[src/rtl/btn_ce_debounce.sv]
// rtl/btn_ce_debounce.sv - push-button synchroniser, debounce FSM and one-cycle ce pulse.
// Optional auto-repeat while held is enabled by defining AUTO_REPEAT_EN.
module btn_ce_debounce #(
  parameter int DEBOUNCE_CYCLES = 100000,
  parameter int REPEAT_DELAY    = 5000000,
  parameter int REPEAT_PERIOD   = 1000000,
  parameter int CNT_W = $clog2(
      (((DEBOUNCE_CYCLES > REPEAT_DELAY) ? DEBOUNCE_CYCLES : REPEAT_DELAY) > REPEAT_PERIOD)
        ? ((DEBOUNCE_CYCLES > REPEAT_DELAY) ? DEBOUNCE_CYCLES : REPEAT_DELAY) + 1
        : REPEAT_PERIOD + 1)
) (
  input  logic clk,
  input  logic rst,
  input  logic en,
  input  logic btn_in,
  output logic pulse,
  output logic level
);

  typedef enum logic [1:0] {IDLE, PRESS, HELD, REL} state_t;

  localparam logic [CNT_W-1:0] DB_TERM = CNT_W'(DEBOUNCE_CYCLES - 1);
`ifdef AUTO_REPEAT_EN
  localparam logic [CNT_W-1:0] RD_TERM = CNT_W'(REPEAT_DELAY - 1);
  localparam logic [CNT_W-1:0] RP_TERM = CNT_W'(REPEAT_PERIOD - 1);
`endif

  state_t           state_q;
  logic             s1_q;
  logic             btn_s_q;
  logic [CNT_W-1:0] cnt_q;
  logic [CNT_W-1:0] cnt_inc_d;
  logic             pulse_q;
  logic             level_q;
`ifdef AUTO_REPEAT_EN
  logic             rep_q;
`endif

  assign cnt_inc_d = cnt_q + CNT_W'(1);
  assign pulse     = pulse_q;
  assign level     = level_q;

  always_ff @(posedge clk or posedge rst) begin
    if (rst) begin
      s1_q    <= 1'b0;
      btn_s_q <= 1'b0;
    end else begin
      s1_q    <= btn_in;
      btn_s_q <= s1_q;
    end
  end

  // The btn_s check always wins over the terminal count, so a bounce restarts the wait.
  always_ff @(posedge clk or posedge rst) begin
    if (rst) begin
      state_q <= IDLE;
      cnt_q   <= '0;
      pulse_q <= 1'b0;
      level_q <= 1'b0;
`ifdef AUTO_REPEAT_EN
      rep_q   <= 1'b0;
`endif
    end else begin
      pulse_q <= 1'b0;
      if (!en) begin
        state_q <= IDLE;
        cnt_q   <= '0;
        level_q <= 1'b0;
      end else begin
        case (state_q)
          IDLE: begin
            level_q <= 1'b0;
            cnt_q   <= '0;
            if (btn_s_q) state_q <= PRESS;
          end
          PRESS: begin
            if (!btn_s_q) begin
              state_q <= IDLE;
              cnt_q   <= '0;
            end else if (cnt_q == DB_TERM) begin
              state_q <= HELD;
              cnt_q   <= '0;
              pulse_q <= 1'b1;
              level_q <= 1'b1;
`ifdef AUTO_REPEAT_EN
              rep_q   <= 1'b0;
`endif
            end else begin
              cnt_q <= cnt_inc_d;
            end
          end
          HELD: begin
            level_q <= 1'b1;
            if (!btn_s_q) begin
              state_q <= REL;
              cnt_q   <= '0;
`ifdef AUTO_REPEAT_EN
            end else if ((!rep_q && cnt_q == RD_TERM) || (rep_q && cnt_q == RP_TERM)) begin
              pulse_q <= 1'b1;
              cnt_q   <= '0;
              rep_q   <= 1'b1;
            end else begin
              cnt_q <= cnt_inc_d;
`endif
            end
          end
          REL: begin
            if (btn_s_q) begin
              state_q <= HELD;
              cnt_q   <= '0;
`ifdef AUTO_REPEAT_EN
              rep_q   <= 1'b0;
`endif
            end else if (cnt_q == DB_TERM) begin
              state_q <= IDLE;
              cnt_q   <= '0;
              level_q <= 1'b0;
            end else begin
              cnt_q <= cnt_inc_d;
            end
          end
          default: begin
            state_q <= IDLE;
            cnt_q   <= '0;
            level_q <= 1'b0;
          end
        endcase
      end
    end
  end

endmodule

[config.mk]
export PLATFORM = sky130hd
export DESIGN_NAME = btn_ce_debounce
export DESIGN_NICKNAME = d
export VERILOG_FILES = /design/src/rtl/btn_ce_debounce.sv
export SDC_FILE = /design/constraint.sdc
export NUM_CORES = 1
export LEC_CHECK = 0
export ABC_CLOCK_PERIOD_IN_PS = 2200
export BUFFER_PORTS_ARGS = -buffer_cell sky130_fd_sc_hd__buf_2
export CORE_UTILIZATION = 25
export CTS_BUF_LIST = sky130_fd_sc_hd__clkbuf_16
export CTS_CLUSTER_SIZE = 25
export DETAILED_ROUTE_END_ITERATION = 7
export PLACE_DENSITY = 0.48
export SETUP_SLACK_MARGIN = 0.3
export SYNTH_ARGS = -nofsm -noshare
export SYNTH_HDL_FRONTEND = slang
export SYNTH_SLANG_ARGS = --single-unit
export TNS_END_PERCENT = 100
[constraint.sdc]
create_clock -name clk -period 2.2 [get_ports clk]
set_input_delay 0.33 -clock clk [delete_from_list [all_inputs] [get_ports clk]]
set_output_delay 0.33 -clock clk [all_outputs]
set_load 0.03 [all_outputs]
==> metrics.md <==
| Metric | Value |
|---|---|
| Vias | 1356 |
| Vias per inst | 5.004 |
| Starting DRT DRC Count | 36 |
| Placeable core region | 0.006495 mm2 |
| Vias in the first global route | 1409 |
| Layout Utilization | 31.54% |
| Site row count | 29 |
| Drt pass-1 iters | 4 |
| Htree depth | 2 |
| First-pass GRT wire length | 6913 um |
| Worst slew pin tran | 418.4 ps |
| Largest net degree at the start of global routing | 30 |
| GR Util All Layers | 12.02% |
| P per Cell Area | 765.1 mW/mm2 |
| Critical Path Max Stage Delay | 480 ps |
| Synth Flop Type | dfrtp_1 |
| Leakage power | 0.0008094 uW |
| Reg2reg setup slack | 360 ps |
| Tcrit/Tclk final | 83.62% |
| Final setup violation count | 0 |
| Gr ovfl total | 0 |
| Number of CTS-inserted buffers | 5 |
| Setup CP Type | reg -> reg |
| Clk_lat worst skew | 270 ps |
| Synth Area per Inst | 9.604 um2 |
| Most frequent cells in the layout | 26 x dfrtp_1, 16 x nand2_1, 13 x nand3_1 |
| Clock Tree Buf Depth | 2 |
| Cell-by-cell trace of the critical path | ha_4 > and4_4 > and4_4 > a21o_4 > or4_4 > o21ai_2 |
| Min-delay worst type | in -> async |
| Critical path launch point type | flip-flop |
| Synth async-reset ratio | 100.0% |
| Hold Vio Cnt, Final | 0 |
| Die height | 84.93 um |
| Setup TNS | 0 ps |
| Dominant cell type by count on the critical path | and4_4 |
| CTS tree | built |
| Input/output buffers | 5 |
| Netlist cell types | 45 |
| Status | complete, no violations |
| Detailed placement HPWL | 2631 um |
| Routed len/inst | 13.73 um |
| Slew margin rel. | 71.90% |
| Starting Density | 26.47% |
| VDD IR max | 0.5923 mV |
| Synth warn | 0 |
| Mapped Area | 0.001719 mm2 |
| CTS Root Buffer Type | clkbuf_16 |
| CP endpoint kind | flip-flop |
| Unrepaired setup endpoints after global routing | yes |
| Gate Count Post-Synth | 179 |
| Syn Nets | 188 |
| Initial antenna violation count | 0 |
| Commonest non-fill, non-tap cell in the layout | dfrtp_1 |
| Critical Path Fanout Max | 8 |
| Ports | 6 |
| Pins Over Slew Limit | 0 |
| Layout area overhead | 19.14% |
| Nets | 203 |
| Antenna diode instance count | 0 |
| Synth Register Bits | 29 |
| Post-synth EDFFs | 0 |
| CTS clk-pin slew, worst paths | 50 ps |
| Drc violations | 0 |
| Min Tclk post-route | 1840 ps |
| CTS sink cnt | 29 |
| Post-Route WL | 3720 um |
| Post-route ant nets | 0 |
| Sequential area share after synthesis | 42.21% |
| Share of cells above drive strength 1 | 25.26% |
| Max_cap viols | 0 |
| DIE AREA | 0.007212 mm2 |
| Worst EP required | 2400 ps |
| Max Clock Skew | 2.978 ps |
| CP arrival | 2040 ps |
| Die width | 84.93 um |
| Fmax | 0.5436 GHz |
| GPL Wtd Cong | 0.7583 |
| Slowest CP cell | or4_4 |
timing repair:
action,4_1_cts,5_1_grt
hold buffers,0,0
buffers inserted,3,4
setup endpoints to repair,10,16
resized for setup,3,11
pin swaps,2,7
cell type report:
cell class	count	area, um2
clock buffer	5	125.1
clock inverter	2	7.507
fill	658	4447
inverter	12	45.04
multi-input combinational	131	932.1
sequential	29	729.5
tap	77	96.34
timing repair buffer	15	112.6
flip-flops by register name, indices dropped and copies added, names as in the netlist:
signal   flops
btn_s_q      1
state_q      2
pulse        1
cnt_q       23
level        1
s1_q         1
path summary, 6_finish.rpt:
path	start	to	cells after the start
worst min-delay path	rst	btn_s_q	3
worst max-delay path	cnt_q[1]	cnt_q[14]	6
worst max register to register	cnt_q[1]	cnt_q[14]	6
worst min register to register	s1_q	btn_s_q	0
max in group asynchronous	rst	cnt_q[6]	3
min in group clk	btn_in	s1_q	1
Yosys cell counts, types with 2 or more instances:
library cell   n  area, um2
dfrtp_1       29      725.7
mux2i_1        2      20.02
nor2_2         3      18.77
and3_1         2      12.51
buf_2          2      10.01
a31oi_1        2      12.51
nand2_2        2      12.51
nand4_1        7      43.79
nand3_1       13      65.06
and2_1         2      12.51
or4_1          5      37.54
nor3_1         2      10.01
inv_1         12      45.04
ha_1           5      62.56
buf_6          4      45.04
nand2_1       16      60.06
o21ai_0        6      30.03
o22ai_1        2      12.51
xnor2_1        3      26.28
nor2_1        12      45.04
xor2_1         7      61.31
nor4_1         2      12.51
o21ai_1        6      30.03
nand4_2        2      25.02
a21oi_1        9      45.04
and4_4         2      22.52
o31ai_1        2      15.01
logic make-up after synthesis:
family / synth area share, %
and+or+nand+nor: 27.51
AOI/OAI and AO/OA: 12.81
DFF: 42.21
buffers and inverters: 6.040
xor gates and xnor gates: 5.095
adders and majority gates: 3.639
muxes: 2.693
per-layer routing:
| metal | vias up | global-route usage, % | part of all wire [%] |
|---|---|---|---|
| met5 | - | 0 | 0 |
| met4 | 0 | 4.314 | 1.4 |
| li1 | 680 | - | - |
| met2 | 12 | 18.55 | 46 |
| met3 | 6 | 2.724 | 2.0 |
| met1 | 658 | 16.53 | 51 |
per-stage QoR:
| step | area (um2) | total power, uW | worst slack [ps] | hold slack (ps) | cells |
|---|---|---|---|---|---|
| 6_report | 2048 | 1567 | 360.4 | 129.7 | 271 |
| 5_1_grt | 2048 | 1656 | 299.8 | 159.6 | 271 |
| 2_1_floorplan | 1719 | 839.8 | 371.5 | 331.2 | 179 |
| 3_3_place_gp | 1804 | 904.8 | 238.9 | 342.1 | 257 |
| 3_5_place_dp | 1804 | 903.1 | 224.1 | 334.7 | 257 |
| 4_1_cts | 1969 | 1554 | 300.7 | 141.4 | 267 |
critical path: cells and delay by family, from the launching register on:
family / cells / cell delay [ps]
AO/OA/AOI/OAI: 2 / 300
adder cells (fa/ha/maj): 1 / 190
AND/OR/NAND/NOR: 3 / 850
flip-flops: 1 / 420
report_power, final:
part,switching (uW),internal (uW),total (uW)
Combinational,205,155,360
Clock,213,402,616
Sequential,28.4,563,591
Power figures use the tool's default switching activity.
